==> src/rtl/nucl_sampler_if.sv <==
`default_nettype none
// ============================================================================
// Module      : nucl_sampler_if
// Description : Site-row input stream and packed-word output stream of the
//               nucleotide sampler.
// Revision    : 1.0 - initial release
// ============================================================================
interface nucl_sampler_if #(
    parameter int SITES  = 16,
    parameter int PROB_W = 10
);
    localparam int CNT_W = $clog2(SITES + 1);

    logic                  in_valid;
    logic                  in_ready;
    logic [4*PROB_W-1:0]   in_row;
    logic [PROB_W-1:0]     in_rand;
    logic                  in_last;
    logic                  out_valid;
    logic                  out_ready;
    logic [2*SITES-1:0]    out_nucl_alig;
    logic [CNT_W-1:0]      out_count;

    // Producer of site rows and consumer of packed words
    modport master (
        output in_valid, in_row, in_rand, in_last, out_ready,
        input  in_ready, out_valid, out_nucl_alig, out_count
    );

    // The sampler itself
    modport slave (
        input  in_valid, in_row, in_rand, in_last, out_ready,
        output in_ready, out_valid, out_nucl_alig, out_count
    );
endinterface
`default_nettype wire

==> src/rtl/nucl_sampler.sv <==
`default_nettype none
// ============================================================================
// Module      : nucl_sampler
// Description : Samples one child nucleotide per site from a transition row
//               and a uniform random number; packs SITES samples per word.
// Revision    : 1.0 - initial release
// ============================================================================
module nucl_sampler #(
    parameter int SITES  = 16,
    parameter int PROB_W = 10
) (
    input  wire logic        clk,
    input  wire logic        reset_n,
    nucl_sampler_if.slave    bus
);
    localparam int PTR_W  = $clog2(SITES);
    localparam int CNT_W  = $clog2(SITES + 1);
    localparam int WORD_W = 2 * SITES;
    localparam int SUM_W  = PROB_W + 2;

    typedef enum logic [0:0] {
        S_FILL = 1'b0,
        S_HOLD = 1'b1
    } state_t;

    state_t              state_q, state_d;
    logic [PTR_W-1:0]    ptr_q, ptr_d;
    logic [WORD_W-1:0]   pack_q, pack_d;
    logic [WORD_W-1:0]   word_q, word_d;
    logic [CNT_W-1:0]    count_q, count_d;

    logic [SUM_W-1:0]    w_c0, w_c1, w_c2, w_r;
    logic [1:0]          w_nucl;
    logic                w_in_ready;
    logic                w_accept;
    logic                w_close;
    logic                w_handshake;
    logic [PTR_W:0]      w_bitpos;
    logic [WORD_W-1:0]   w_pack_ins;

    // Cumulative thresholds; p3 only fills whatever range is left above c2
    assign w_c0 = SUM_W'(bus.in_row[4*PROB_W-1:3*PROB_W]);
    assign w_c1 = w_c0 + SUM_W'(bus.in_row[3*PROB_W-1:2*PROB_W]);
    assign w_c2 = w_c1 + SUM_W'(bus.in_row[2*PROB_W-1:PROB_W]);
    assign w_r  = SUM_W'(bus.in_rand);

    always_comb begin
        w_nucl = 2'b11;
        if (w_r < w_c0) begin
            w_nucl = 2'b00;
        end else if (w_r < w_c1) begin
            w_nucl = 2'b01;
        end else if (w_r < w_c2) begin
            w_nucl = 2'b10;
        end
    end

    assign w_in_ready  = (state_q == S_FILL) || bus.out_ready;
    assign w_accept    = bus.in_valid && w_in_ready;
    assign w_handshake = (state_q == S_HOLD) && bus.out_ready;
    assign w_close     = w_accept && ((ptr_q == PTR_W'(SITES - 1)) || bus.in_last);
    assign w_bitpos    = {ptr_q, 1'b0};

    always_comb begin
        w_pack_ins                = pack_q;
        w_pack_ins[w_bitpos +: 2] = w_nucl;
    end

    always_comb begin
        state_d = state_q;
        ptr_d   = ptr_q;
        pack_d  = pack_q;
        word_d  = word_q;
        count_d = count_q;

        if (w_accept) begin
            if (w_close) begin
                ptr_d   = '0;
                pack_d  = '0;
                word_d  = w_pack_ins;
                count_d = CNT_W'(ptr_q) + CNT_W'(1);
            end else begin
                ptr_d   = ptr_q + PTR_W'(1);
                pack_d  = w_pack_ins;
            end
        end

        // A word closing in the handshake cycle keeps the output occupied
        case (state_q)
            S_FILL: begin
                if (w_close) begin
                    state_d = S_HOLD;
                end
            end
            S_HOLD: begin
                if (w_handshake && !w_close) begin
                    state_d = S_FILL;
                end
            end
            default: state_d = S_FILL;
        endcase
    end

    always_ff @(posedge clk or negedge reset_n) begin
        if (!reset_n) begin
            state_q <= S_FILL;
            ptr_q   <= '0;
            pack_q  <= '0;
            word_q  <= '0;
            count_q <= '0;
        end else begin
            state_q <= state_d;
            ptr_q   <= ptr_d;
            pack_q  <= pack_d;
            word_q  <= word_d;
            count_q <= count_d;
        end
    end

    assign bus.in_ready      = w_in_ready;
    assign bus.out_valid     = (state_q == S_HOLD);
    assign bus.out_nucl_alig = word_q;
    assign bus.out_count     = count_q;

endmodule
`default_nettype wire
==> src/flat_wrapper.sv <==
// flat-port wrapper written by rule: the top's interface ports become plain ports
module nucl_sampler_flat 
#(
    parameter int SITES  = 16,
    parameter int PROB_W = 10
)
  (clk, reset_n, bus_in_valid, bus_in_row, bus_in_rand, bus_in_last, bus_out_ready, bus_in_ready, bus_out_valid, bus_out_nucl_alig, bus_out_count);
  nucl_sampler_if #(.SITES(SITES), .PROB_W(PROB_W)) bus_i ();
  input  wire logic clk;
  input  wire logic reset_n;
  input wire logic [$bits(bus_i.in_valid)-1:0] bus_in_valid;
  input wire logic [$bits(bus_i.in_row)-1:0] bus_in_row;
  input wire logic [$bits(bus_i.in_rand)-1:0] bus_in_rand;
  input wire logic [$bits(bus_i.in_last)-1:0] bus_in_last;
  input wire logic [$bits(bus_i.out_ready)-1:0] bus_out_ready;
  output wire logic [$bits(bus_i.in_ready)-1:0] bus_in_ready;
  output wire logic [$bits(bus_i.out_valid)-1:0] bus_out_valid;
  output wire logic [$bits(bus_i.out_nucl_alig)-1:0] bus_out_nucl_alig;
  output wire logic [$bits(bus_i.out_count)-1:0] bus_out_count;
  assign bus_i.in_valid = bus_in_valid;
  assign bus_i.in_row = bus_in_row;
  assign bus_i.in_rand = bus_in_rand;
  assign bus_i.in_last = bus_in_last;
  assign bus_i.out_ready = bus_out_ready;
  assign bus_in_ready = bus_i.in_ready;
  assign bus_out_valid = bus_i.out_valid;
  assign bus_out_nucl_alig = bus_i.out_nucl_alig;
  assign bus_out_count = bus_i.out_count;
  nucl_sampler #(.SITES(SITES), .PROB_W(PROB_W)) u_core (.clk(clk), .reset_n(reset_n), .bus(bus_i));
endmodule
==> config.mk <==
export PLATFORM = sky130hd
export DESIGN_NAME = nucl_sampler_flat
export DESIGN_NICKNAME = d
export VERILOG_FILES = /design/src/rtl/nucl_sampler_if.sv /design/src/rtl/nucl_sampler.sv /design/src/flat_wrapper.sv
export SDC_FILE = /design/constraint.sdc
export NUM_CORES = 1
export LEC_CHECK = 0
export BUFFER_PORTS_ARGS = -buffer_cell sky130_fd_sc_hd__buf_4
export CAP_MARGIN = 25
export CORE_MARGIN = 1.5
export CORE_UTILIZATION = 45
export DETAILED_ROUTE_END_ITERATION = 10
export PLACE_DENSITY = 0.74
export SYNTH_ARGS = -nofsm -noshare
export SYNTH_HDL_FRONTEND = slang
export SYNTH_SLANG_ARGS = --single-unit
==> constraint.sdc <==
create_clock -name clk -period 5.7 [get_ports clk]
set_clock_uncertainty 0.1 [all_clocks]
set_input_delay 0.855 -clock clk [delete_from_list [all_inputs] [get_ports clk]]
set_output_delay 0.855 -clock clk [all_outputs]
set_load 0.05 [all_outputs]
* Word-level counts from Yosys, hierarchy flattened
Index checks and enable logic that the tools add are counted.
** Word-level totals
- Bits in registers :: 74
- Latch bits :: 0
- Bits in writable memories :: 0
- Memory bits (read-only) :: 0
- Input bits :: 55
- Memories :: 0
** Cells by class
- Add/sub/neg operators :: 5
- Multipliers :: 0
- Div/mod/pow operators :: 0
- Order comparisons :: 3
- Eq/ne operators :: 1
- Shift-type cells :: 2
- Muxes and demuxes :: 9
- Bitwise gates (word level) :: 1
- Reductions and logical operators :: 8
** Operator list (count)
- $bwmux 32 :: 1
- $mux 32 :: 1
- $shift 2x7->32 const A :: 1
- $shiftx 2x7->32 :: 1
- $lt 10x12->1 :: 2
- $add 12x10->12 :: 1
- $add 10x10->11 :: 1
- $lt 10x10->1 :: 1
- $neg 5->7 :: 1
- $add 4x1->5 const B :: 1
- $add 4x1->4 const B :: 1
- $eq 4x4->1 const B :: 1
- $logic_and 1x1->1 :: 4
- $mux 2 :: 2
- $mux 4 :: 1
- $mux 1 :: 3
- $logic_or 1x1->1 :: 2
- $pmux 1 s2 :: 1
- $reduce_and 2->1 :: 1
- $logic_not 1->1 :: 1
- $not 1->1 :: 1

* Depth between registers and ports, before layout
Gate-level depths: netlist of the first run.
- Depth in word-level cells :: 9
- Mapped depth :: 20
- Depth with buffers taken out :: 18

* Worst setup path after synthesis of the first run
OpenSTA, ideal clock, no wires.
- Path type :: input port to flip-flop
- Start point :: in bus_in_row[20]
- End point :: reg u_core.pack_q[26]
- Setup time :: 82 ps
- Data arrival time :: 4419 ps
- Required time :: 5518 ps
- Path slack :: 1098 ps
- Cell stages on the path :: 20
- Path buffers :: 2
- Cells stage by stage :: ha_1 fa_1 a211oi_1 o21bai_1 a21oi_1 xnor2_1 ha_1 or3_1 o221ai_1 o21ai_0 xnor2_1 ha_1 o21ai_0 a21oi_1 o211ai_1 o21ai_2 buf_2 nand4_2 buf_2 o22ai_1
** Between the ends
- Word-level cells in the longest chain between the ends :: 9
** RTL lines
- start: declaration :: RTL line flat_wrapper.sv:12 : input wire logic [$bits(bus_i.in_row)-1:0] bus_in_row;
- $add 10x10->11 * :: RTL line nucl_sampler.sv:43 : assign w_c1 = w_c0 + SUM_W'(bus.in_row[3*PROB_W-1:2*PROB_W]);
- $add 12x10->12 :: RTL line nucl_sampler.sv:44 : assign w_c2 = w_c1 + SUM_W'(bus.in_row[2*PROB_W-1:PROB_W]);
- $lt 10x12->1 :: RTL line nucl_sampler.sv:53 : end else if (w_r < w_c2) begin
- $mux 1 :: RTL line nucl_sampler.sv:53
- $mux 2 * :: RTL line nucl_sampler.sv:51 : end else if (w_r < w_c1) begin
- $mux 2 * :: RTL line nucl_sampler.sv:49 : if (w_r < w_c0) begin
- $shiftx 2x7->32 * :: RTL line nucl_sampler.sv:66 : w_pack_ins[w_bitpos +: 2] = w_nucl;
- $bwmux 32 * :: RTL line nucl_sampler.sv:66
- $mux 32 * :: RTL line nucl_sampler.sv:77 : if (w_close) begin
- end signal: assignment :: RTL line nucl_sampler.sv:114 : pack_q <= pack_d;
- end: declaration :: RTL line nucl_sampler.sv:28 : logic [WORD_W-1:0] pack_q, pack_d;
Every way passes the cells marked *; elsewhere a longest branch is shown, timed or not.
A chain may end at the register's enable or synchronous reset.

* Worst setup path after layout of the first run
- Start point :: in bus_in_row[20]
- End point :: reg u_core.pack_q[28]
The elaborated chain is that of the path after synthesis.

==> run metrics, run 1 <==
status finished, final reports clean; met1 Use GR ~29%; drt first-iter violations approximately 330; drt pass-1 iters 4; Fill cells around 970; leakage power figure approximately 0.0029 uW; flops & latches, synth between 70 and 80; CTS Buffer Depth 2; initial core utilization between 40 and 50%; Final min period about 5.0 ns; Via density between 5 and 6; worst-skew pair later-pin latency 0.34 ns; Mapped Nets 678; Required @ worst endpoint around 5.9 ns; Setup WS pre-CTS between 0.3 and 0.4 ns; nets around 750; met3 usage in global routing under 10%; Post-CTS Setup Inserts 0; DR WL/cell between 15 and 20 um; Post-DP HPWL around 9200 um; GPL Wtd Cong ~0.91; critical path launch point bus_in_row[20]; GRT busiest layer met2; Synth Flop Type dfrtp_1; unrepaired setup endpoints after global routing no; Placement Rows 38; Vias about 4.5k; core area roughly 11000 um2; met2 usage in global routing a little over a third; Power Density around 280 nW/um2; switching share of total power roughly two fifths; Worst Reg2Reg Path Length in Cells 7; Yosys cell types 50; number of global-route vias before repair roughly 4.4k; first-pass GRT wire length around 20000 um; layout cells sized above 1 between 10% and 20%; Internal roughly 1000 uW; # clock sinks 74; part of the Yosys area used for sequential elements around 37%; EDFF count, synth 0; worst setup path class in -> reg; Area Growth Syn to Fin 18.6%; final WL about 12000 um; total number of yosys warnings 0; mapped cell area 5020 um2; combinational share of power 39.9%; Max-slew headroom 38.9%; largest net degree at the start of global routing 75; Arr. time, crit path roughly 5.2 ns; CTS tree done; Hold Fails Final Rpt 0; MaxCap Viol Count 0; register area roughly 1900 um2; Residual DRC 0; Max Freq ~0.2 GHz; post-synth top area share 36.9%; Die ar. around 12000 um2; chip width about 110 um; final setup fails 0; r2r endpoint u_core.bus.out_nucl_alig[14]$_DFFE_PN0P_; Total GRT Usage 22.0%; GR Overflow Total 0; hold-fix buffers at CTS 0; antenna viol nets, final 0; # diodes 0; overall power about 1700 uW; Root Driver clkbuf_8; flop2flop setup slack 2.64 ns; final setup TNS 0 ns; Slew Viols, Final 0; Final Core Density a little over half; multi-input logic area slightly below 3000 um2; # H-tree levels 3; Async SR Flop Fraction 100%; Final period util around nine tenths; clock-pin slew on the worst setup and hold paths approximately 0.08 ns; Chip Height between 100 and 150 um; Post-Synthesis Cells ~570; CP startpoint kind primary input; clock network power share between 20% and 30%; port bufs 83; worst vdd ir 0.000169 V; PnR worst setup slack a little under 0.7 ns; Reg power frac roughly 36%; Switch Pwr approximately 650 uW; critical path fanouts, max 10; syn_area_per_cell between 8 and 9 um2; Yosys top cell by area dfrtp_1; CP endpoint u_core.pack_q[28]$_DFFE_PN0P_; top-level I/O count between 90 and 100; crit path capture type register; initial antenna violation count 0; Critical R2R Launch u_core.ptr_q[0]$_DFFE_PN0P_; Resized cells post-CTS 0; Least-Margin Pin Slew around 0.92 ns; total CTS buffers 9; Hold WC Path Type reg -> reg; top cells by area, synth dfrtp_1 37%, ha_1 13%, o21ai_0 5.7%
cell usage after synthesis (2+ instances only):
cell,n
dfrtp_1,74
nand2_1,72
o21ai_0,57
ha_1,53
a21oi_1,33
inv_1,32
nor2_1,28
nand3_1,23
and3_1,19
clkbuf_1,18
a21o_1,15
xnor2_1,11
nand2b_1,10
xor2_1,9
a221o_1,8
o22ai_1,8
o31ai_1,8
nor3_1,7
nor2b_1,6
a32oi_1,5
and2_1,5
o211ai_1,5
or2_2,5
a2bb2oi_1,4
a31oi_1,4
a32o_1,4
buf_2,4
nand4_1,4
o21a_1,4
or3_1,4
o21bai_1,3
o221ai_1,3
a211oi_1,2
fa_1,2
mux2i_1,2
nand4_2,2
o2111ai_1,2
registers in the layout, summed over array words and instances, names as in the netlist:
name	flops
u_core.bus.out_nucl_alig	32
u_core.pack_q	32
u_core.bus.out_count	5
u_core.ptr_q	4
u_core.bus.out_valid	1
metal layers:
layer / up-vias / wire (um)
met5: - / 0
met4: 0 / 192
met3: 16 / 744
met2: 146 / 5770
met1: 2135 / 5490
li1: 2202 / -
cells in the final DEF, fill, tap and decap left out, types with 3 or more instances in the layout:
cell type	netlist	layout
inv_1	32	32
o221ai_1	3	3
a21oi_1	33	33
nor2b_1	6	6
dfrtp_1	74	74
and2_1	5	5
a31oi_1	4	4
clkbuf_8	0	10
o21ai_0	57	57
a21o_1	15	15
o31ai_1	8	8
a2bb2oi_1	4	4
nor2_1	28	27
o22ai_1	8	8
nand2_1	72	72
ha_1	53	53
nand4_1	4	4
a32o_1	4	4
a32oi_1	5	5
xnor2_1	11	11
and3_1	19	19
nor3_1	7	7
xor2_1	9	9
o21bai_1	3	3
or2_2	5	5
buf_4	1	89
o211ai_1	5	5
or3_1	4	4
nand2b_1	10	10
a221o_1	8	8
nand3_1	23	23
o21a_1	4	4
how the worst min path moves through the flow:
stage | start | endpoint | slack (ns) | cells after the start
after floorplan | u_core.pack_q[22]$_DFFE_PN0P_ | u_core.pack_q[22]$_DFFE_PN0P_ | 0.34 | 2
after global placement | u_core.pack_q[19]$_DFFE_PN0P_ | u_core.pack_q[19]$_DFFE_PN0P_ | 0.35 | 2
after detailed placement | u_core.pack_q[18]$_DFFE_PN0P_ | u_core.pack_q[18]$_DFFE_PN0P_ | 0.36 | 2
after CTS | u_core.pack_q[18]$_DFFE_PN0P_ | u_core.pack_q[18]$_DFFE_PN0P_ | 0.38 | 2
after global routing | u_core.pack_q[2]$_DFFE_PN0P_ | u_core.pack_q[2]$_DFFE_PN0P_ | 0.40 | 2
final | u_core.pack_q[18]$_DFFE_PN0P_ | u_core.pack_q[18]$_DFFE_PN0P_ | 0.37 | 2
per-stage QoR:
stage | area [um2] | hold slack [ns] | std cells
final | 5950 | 0.374 | 788
after global routing | 5950 | 0.398 | 788
after CTS | 5950 | 0.377 | 788
after detailed placement | 5750 | 0.360 | 772
after global placement | 5750 | 0.351 | 772
after floorplan | 5020 | 0.340 | 568
cells by family (layout without fill, tap and decap cells):
kind of cell / after synthesis / after routing / synth area share (%)
AOI/OAI and AO/OA: 174 / 174 / 22.8
DFF: 74 / 74 / 36.9
xor gates and xnor gates: 20 / 20 / 3.49
and+or+nand+nor: 186 / 186 / 17.8
adders and majority gates: 55 / 55 / 14.0
buffers and inverters: 57 / 137 / 4.59
muxes: 2 / 2 / 0.399
critical path, cell delays in order:
cell      delay [ns]
buf_4           0.11
ha_1            0.23
fa_1            0.43
a211oi_1        0.31
o21bai_1        0.12
a21oi_1         0.18
xnor2_1         0.13
ha_1            0.25
or3_1           0.34
o221ai_1        0.27
o21ai_0         0.16
xnor2_1         0.16
ha_1            0.28
o21ai_0         0.08
a21oi_1         0.16
o211ai_1        0.15
o21ai_2         0.20
buf_4           0.20
and3_1          0.35
a32o_1          0.21
cell type report:
type | instances | area share [%]
repair buffers | 89 | 11.2
flip-flops and latches | 74 | 31.1
multi-input cells | 437 | 49.4
clock buffers | 12 | 2.44
inverters | 32 | 2.02
clock inverters | 4 | 0.862
well taps | 140 | 2.94
power groups by stage:
stage	Combinational [uW]	Clock (uW)	Sequential (uW)
after detailed placement	657	0	605
final	664	407	595
after floorplan	412	0	663
after global routing	735	436	601
after global placement	634	0	603
after CTS	660	413	595
Power figures use the tool's default switching activity.
==> run 2, diff against run 1 <==
Settings changed: ABC_AREA from default to 1.
==> run 2 against run 1 <==
Effect of this change:
- power rose by 14%
- critical endpoint is now u_core.pack_q[30]$_DFFE_PN0P_
- global-route usage fell by 1.0 points
- synthesized cell count rose by 11%
- worst setup slack improved by 0.55 ns
- critical path depth rose by 8
- final cell count rose by 8.8%
==> run metrics, run 2 <==
Hold WC Path Type reg -> reg (unchanged); Critical R2R Launch u_core.ptr_q[0]$_DFFE_PN0P_ (unchanged); Arr. time, crit path 4.61 ns (was 5.21 ns); drt pass-1 iters 4 (unchanged); Fill cells 990 (was 965); Yosys cell types 46 (was 50); r2r endpoint u_core.bus.out_nucl_alig[5]$_DFFE_PN0P_ (was u_core.bus.out_nucl_alig[14]$_DFFE_PN0P_); chip width 109 um (about the same); Required @ worst endpoint 5.84 ns (was 5.88 ns); flop2flop setup slack 3.05 ns (was 2.64 ns); post-synth top area share 36.6% (was 36.9%); Synth Area in Compound Gates 14.3% (was 22.8%); WL met2 5330 um (was 5770 um); top sig layer met4 (unchanged); Residual DRC 0 (unchanged); port bufs 83 (unchanged); Slew Viols, Final 0 (unchanged); Final period util 78.5% (was 88.1%); nets 823 (was 753); cell area after placement 5800 um2 (was 5750 um2); clock-pin slew on the worst setup and hold paths 0.07 ns (was 0.08 ns); most frequent cells in the layout 191 x nand2_1, 85 x buf_4, 74 x dfrtp_1, 54 x inv_1, 53 x ha_1 (was 89 x buf_4, 74 x dfrtp_1, 72 x nand2_1, 57 x o21ai_0, 53 x ha_1); Vias 4365 (was 4499); part of the Yosys area used for sequential elements 36.6% (was 36.9%); leakage power figure 0.00313 uW (was 0.00286 uW); synth cell count leaders 191 x nand2_1, 74 x dfrtp_1, 54 x inv_1, 53 x ha_1, 44 x o21ai_1 (was 74 x dfrtp_1, 72 x nand2_1, 57 x o21ai_0, 53 x ha_1, 33 x a21oi_1); Die ar. 11900 um2 (was 11800 um2); top-count cell post-synth nand2_1 (was dfrtp_1); DR WL/cell 13.6 um (was 15.5 um); critical path launch point bus_in_row[32] (was bus_in_row[20]); final setup TNS 0 ns (unchanged); Area Growth Syn to Fin 19.3% (was 18.6%); GR Overflow Total 0 (unchanged); crit path capture type register (unchanged); worst vdd ir 0.000233 V (was 0.000169 V); Max-slew headroom 37.1% (was 38.9%); Chip Height 109 um (about the same); Yosys top cell by area dfrtp_1 (unchanged); M1 WL 5770 um (was 5490 um); commonest non-fill, non-tap cell in the layout nand2_1 (was buf_4); first-pass GRT wire length 19800 um (was 20600 um); total number of yosys warnings 0 (unchanged); MaxCap Viol Count 0 (unchanged); # clock sinks 74 (unchanged); unrepaired setup endpoints after global routing no (unchanged); Synth Area in XOR/XNOR 3.11% (was 3.49%); Least-Margin Pin Slew 0.942 ns (was 0.916 ns); mapped cell area 5060 um2 (was 5020 um2); Placement Rows 38 (unchanged); Post-Synthesis Cells 632 (was 568); CTS Buffer Depth 2 (unchanged); top-level I/O count 94 (unchanged); largest family of logic cells by synthesized area simple AND/OR/NAND/NOR gates (was compound AO/OA/AOI/OAI gates); largest net degree at the start of global routing 75 (unchanged); adder-cell share of the synthesized area 13.9% (was 14.0%); worst setup path class in -> reg (unchanged); layout cells sized above 1 22.9% (was 17.7%); post-route insts no fill 857 (was 788); CTS tree done (unchanged); met3 WL 493 um (was 744 um); # H-tree levels 3 (unchanged); Resized cells post-CTS 0 (unchanged); Post-Synth Simple-Gate Area 25.7% (was 17.8%); Final min period 4.47 ns (was 5.02 ns); hold-fix buffers at CTS 0 (unchanged); critical path fanouts, max 9 (was 10); EDFF count, synth 0 (unchanged); Post-CTS Setup Inserts 0 (unchanged); placed cell count 842 (was 772); Power Density 314 nW/um2 (was 280 nW/um2); status finished, final reports clean (unchanged); top cells by area, synth dfrtp_1 37%, nand2_1 14%, ha_1 13% (was dfrtp_1 37%, ha_1 13%, o21ai_0 5.7%); Worst Reg2Reg Path Length in Cells 11 (was 7); CP startpoint kind primary input (unchanged); Hold Fails Final Rpt 0 (unchanged); flops & latches, synth 74 (unchanged); Root Driver clkbuf_8 (unchanged); GPL Wtd Cong 0.857 (was 0.911); total CTS buffers 9 (unchanged); Post-DP HPWL 8750 um (was 9250 um); worst-skew pair later-pin latency 0.35 ns (was 0.34 ns); drt first-iter violations 247 (was 325); antenna viol nets, final 0 (unchanged); Synth Flop Type dfrtp_1 (unchanged); initial core utilization 46.5% (was 46.3%); Total GRT Usage 21.0% (was 22.0%); Async SR Flop Fraction 100% (unchanged); syn_area_per_cell 8.01 um2 (was 8.83 um2); Via density 5.09 (was 5.71); core area 10900 um2 (was 10800 um2); final setup fails 0 (unchanged); mux cell area share after synthesis 0% (was 0.399%); CP endpoint u_core.pack_q[30]$_DFFE_PN0P_ (was u_core.pack_q[28]$_DFFE_PN0P_); initial antenna violation count 0 (unchanged); # diodes 0 (unchanged); fin area 6040 um2 (was 5950 um2); Mapped Nets 742 (was 678); number of global-route vias before repair 4301 (was 4417); final WL 11700 um (was 12200 um); Max Freq 0.224 GHz (was 0.199 GHz)
## run 2: changes by cell type in the layout (fill, tap and decap cells not counted), moves of 13 or more
cell,previous run,this run
o21ai_1,1,44
o21ai_0,57,15
inv_1,32,54
and3_1,19,0
a21o_1,15,2
nand2_1,72,191
## run 2: metrics by stage
| stage | utilization (%) | power [uW] | worst slack, ns | hold slack (ns) |
|---|---|---|---|---|
| finish | 55.5 | 1900 | 1.23 | 0.382 |
| global route | 55.5 | 2020 | 0.863 | 0.401 |
| CTS | 55.5 | 1910 | 1.25 | 0.382 |
| detailed placement | 53.3 | 1410 | 0.887 | 0.361 |
| global placement | 53.3 | 1390 | 0.916 | 0.354 |
| floorplan | - | 1200 | 1.50 | 0.341 |
## run 2: report_power, final
| part | total [uW] | internal [uW] | leakage, uW | switching [uW] |
|---|---|---|---|---|
| Sequential | 623 | 583 | 0.00102 | 40.3 |
| Combinational | 782 | 263 | 0.00199 | 519 |
| Clock | 494 | 291 | 0.000116 | 204 |
## run 2: worst max-delay path: stages
cell and delay [ns]:
buf_4 0.11, ha_1 0.40, nand3_1 0.10, nand2_1 0.17, a21oi_1 0.09, o21bai_1 0.16
xor2_1 0.28, inv_1 0.08, ha_1 0.34, a21oi_1 0.14, o21ai_1 0.09, nor2_2 0.17
xor2_1 0.19, ha_1 0.26, nand2_1 0.08, nor2_1 0.05, nor3_1 0.13, nand2_1 0.08
nand2_1 0.05, nand2_1 0.04, nand2_1 0.08, nand2_2 0.07, nand2_2 0.21, nor2_2 0.06
nand2_1 0.09, nand2_1 0.08, nand3_1 0.09, nand2_1 0.05
## run 2: final cells by class
cell class                      count  area, um2  share of cell area (%)
Multi-Input combinational cell    477       2890                    47.8
Sequential cell                    74       1850                    30.7
Timing Repair Buffer               85        638                    10.6
Inverter                           66        250                    4.14
Tap cell                          140        175                    2.90
Clock buffer                        9        124                    2.05
Clock inverter                      6        115                    1.91
## run 2: how the worst min path moves through the flow
stage	from	endpoint	cells past startpoint
floorplan	u_core.pack_q[15]$_DFFE_PN0P_	u_core.pack_q[15]$_DFFE_PN0P_	2
global placement	u_core.pack_q[31]$_DFFE_PN0P_	u_core.pack_q[31]$_DFFE_PN0P_	2
detailed placement	u_core.pack_q[31]$_DFFE_PN0P_	u_core.pack_q[31]$_DFFE_PN0P_	2
CTS	u_core.pack_q[31]$_DFFE_PN0P_	u_core.pack_q[31]$_DFFE_PN0P_	2
global route	u_core.pack_q[14]$_DFFE_PN0P_	u_core.pack_q[14]$_DFFE_PN0P_	2
finish	u_core.pack_q[31]$_DFFE_PN0P_	u_core.pack_q[31]$_DFFE_PN0P_	2
## run 2: per-layer routing
layer	up-vias	global-route usage, %
met4	0	4.14
met1	2021	29.2
met3	9	3.83
li1	2241	-
met5	-	0
met2	94	34.3
## run 2: logic make-up after synthesis
group / Yosys count
AND/OR/NAND/NOR: 285
AO/OA/AOI/OAI: 119
buffers and inverters: 81
flip-flops: 74
adder cells (fa/ha/maj): 55
XOR/XNOR: 18
==> run 3, diff against run 2 <==
Clock period 5.7 ns to 4.4 ns, I/O delays scaled along.
==> run 3 against run 2 <==
Effect of this change:
- critical path depth did not move
- sequential power rose by 30%
- cell area increased by 1.3%
==> run metrics, run 3 (synthesis results as in run 2) <==
clock-pin slew on the worst setup and hold paths 0.09 ns (was 0.07 ns); Area Growth Syn to Fin 20.9% (was 19.3%); top-level I/O count 94 (unchanged); Vias 4412 (was 4365); number of global-route vias before repair 4216 (was 4301); drt first-iter violations 264 (was 247); Max-slew headroom 39.2% (was 37.1%); worst-skew pair later-pin latency 0.36 ns (was 0.35 ns); CTS tree done (unchanged); layout cells sized above 1 25.2% (was 22.9%); Least-Margin Pin Slew 0.912 ns (was 0.942 ns); Die ar. 11900 um2 (unchanged); final WL 11700 um (about the same); GR Overflow Total 0 (unchanged); Post-DP HPWL 8900 um (was 8750 um); status finished, final reports clean (unchanged); # H-tree levels 3 (unchanged); Residual DRC 0 (unchanged); Slew Viols, Final 0 (unchanged); chip width 109 um (unchanged); final setup TNS 0 ns (unchanged); Root Driver clkbuf_8 (unchanged); most frequent cells in the layout 190 x nand2_1, 97 x buf_4, 74 x dfrtp_1, 54 x inv_1, 53 x ha_1 (was 191 x nand2_1, 85 x buf_4, 74 x dfrtp_1, 54 x inv_1, 53 x ha_1); largest net degree at the start of global routing 75 (unchanged); Hold Fails Final Rpt 0 (unchanged); first-pass GRT wire length 19500 um (was 19800 um); crit path capture type register (unchanged); GPL Wtd Cong 0.851 (was 0.857); initial core utilization 46.5% (unchanged); Total GRT Usage 20.9% (was 21.0%); # clock sinks 74 (unchanged); leakage power figure 0.00317 uW (was 0.00313 uW); # diodes 0 (unchanged); Max Freq around 0.24 GHz; Placement Rows 38 (unchanged); worst vdd ir 0.000266 V (was 0.000233 V); critical path fanouts, max 5 (was 9); commonest non-fill, non-tap cell in the layout nand2_1 (unchanged); CTS Buffer Depth 2 (unchanged); initial antenna violation count 0 (unchanged); worst setup path class in -> reg (unchanged); MaxCap Viol Count 0 (unchanged); final setup fails 0 (unchanged); Power Density 388 nW/um2 (was 314 nW/um2); Hold WC Path Type in -> async (was reg -> reg); CP startpoint kind primary input (unchanged); DR WL/cell 13.4 um (was 13.6 um); drt pass-1 iters 4 (unchanged); overall power 2370 uW (was 1900 uW); antenna viol nets, final 0 (unchanged); Chip Height 109 um (unchanged); Arr. time, crit path 4.24 ns (was 4.61 ns); hold-fix buffers at CTS 0 (unchanged); port bufs 83 (unchanged); Final period util 92.8%; Final min period just over 4 ns; core area 10900 um2 (unchanged); Required @ worst endpoint 4.55 ns (was 5.84 ns); total CTS buffers 9 (unchanged); nets 836 (was 823); Via density 5.07 (was 5.09)
-- run 3: final cells by class --
type / count / area [um2]
inverter: 66 / 250
clock inverter: 7 / 65.1
clock buffer: 9 / 124
fill: 980 / 4770
multi-input combinational: 478 / 2930
tap: 140 / 175
timing repair buffer: 97 / 728
sequential: 74 / 1850
-- run 3: through the flow --
step / utilization (%) / setup WS (ns) / instances / instance area [um2] / hold slack [ns]
global placement: 54.0 / -0.0814 / 853 / 5880 / 0.354
CTS: 55.8 / 0.245 / 869 / 6070 / 0.364
finish: 56.2 / 0.318 / 871 / 6120 / 0.325
floorplan: - / 0.397 / 632 / 5060 / 0.264
detailed placement: 54.0 / -0.119 / 853 / 5880 / 0.357
global route: 56.2 / -0.00954 / 871 / 6120 / 0.399
-- run 3: worst paths after layout --
kind                                               start                                       end  slack [ns]  cells past startpoint
setup reg to reg             u_core.ptr_q[0]$_DFFE_PN0P_              u_core.pack_q[4]$_DFFE_PN0P_        1.84                     11
hold / removal                                   reset_n  u_core.bus.out_nucl_alig[30]$_DFFE_PN0P_        0.32                      1
hold reg to reg            u_core.pack_q[15]$_DFFE_PN0P_             u_core.pack_q[15]$_DFFE_PN0P_        0.38                      2
min in group clk           u_core.pack_q[15]$_DFFE_PN0P_             u_core.pack_q[15]$_DFFE_PN0P_        0.38                      2
setup / recovery                          bus_in_row[32]              u_core.pack_q[6]$_DFFE_PN0P_        0.32                     28
max in group asynchronous                        reset_n   u_core.bus.out_nucl_alig[7]$_DFFE_PN0P_        3.28                      1
-- run 3: report_power, final --
| group | internal [uW] | switching [uW] | leakage [uW] | total [uW] |
|---|---|---|---|---|
| registers | 755 | 51.6 | 0.00102 | 807 |
| clock network | 220 | 290 | 0.0000951 | 510 |
| logic | 369 | 686 | 0.00206 | 1050 |
| total | 1340 | 1030 | 0.00317 | 2370 |
-- run 3: timing repair --
item	4_1_cts	5_1_grt
resized for setup	0	7
buffers inserted	0	1
endpoints found under the setup margin	0	30
-- run 3: layer usage --
| metal | vias to the layer above | GRT usage [%] | share of wire, % |
|---|---|---|---|
| li1 | 2268 | - | - |
| met1 | 2057 | 29.0 | 49 |
| met2 | 80 | 33.8 | 46 |
| met3 | 7 | 4.36 | 4.3 |
| met4 | 0 | 4.23 | 0.69 |
| met5 | - | 0 | 0 |
-- run 3: worst max-delay path, stage by stage --
cell and delay [ns]:
buf_4 0.11, ha_1 0.37, nand3_1 0.11, nand2_2 0.15, a21oi_1 0.08, o21bai_1 0.17
xor2_1 0.24, inv_1 0.07, ha_1 0.33, a21oi_1 0.14, o21ai_1 0.09, nor2_2 0.19
xor2_1 0.17, ha_1 0.24, nand2_1 0.07, nor2_1 0.05, nor3_1 0.13, nand2_1 0.07
nand2_1 0.05, nand2_1 0.04, nand2_1 0.07, nand2_2 0.11, nand2_4 0.14, nor2_2 0.05
nand2_1 0.07, nand2_1 0.08, nand3_1 0.09, nand2_1 0.06
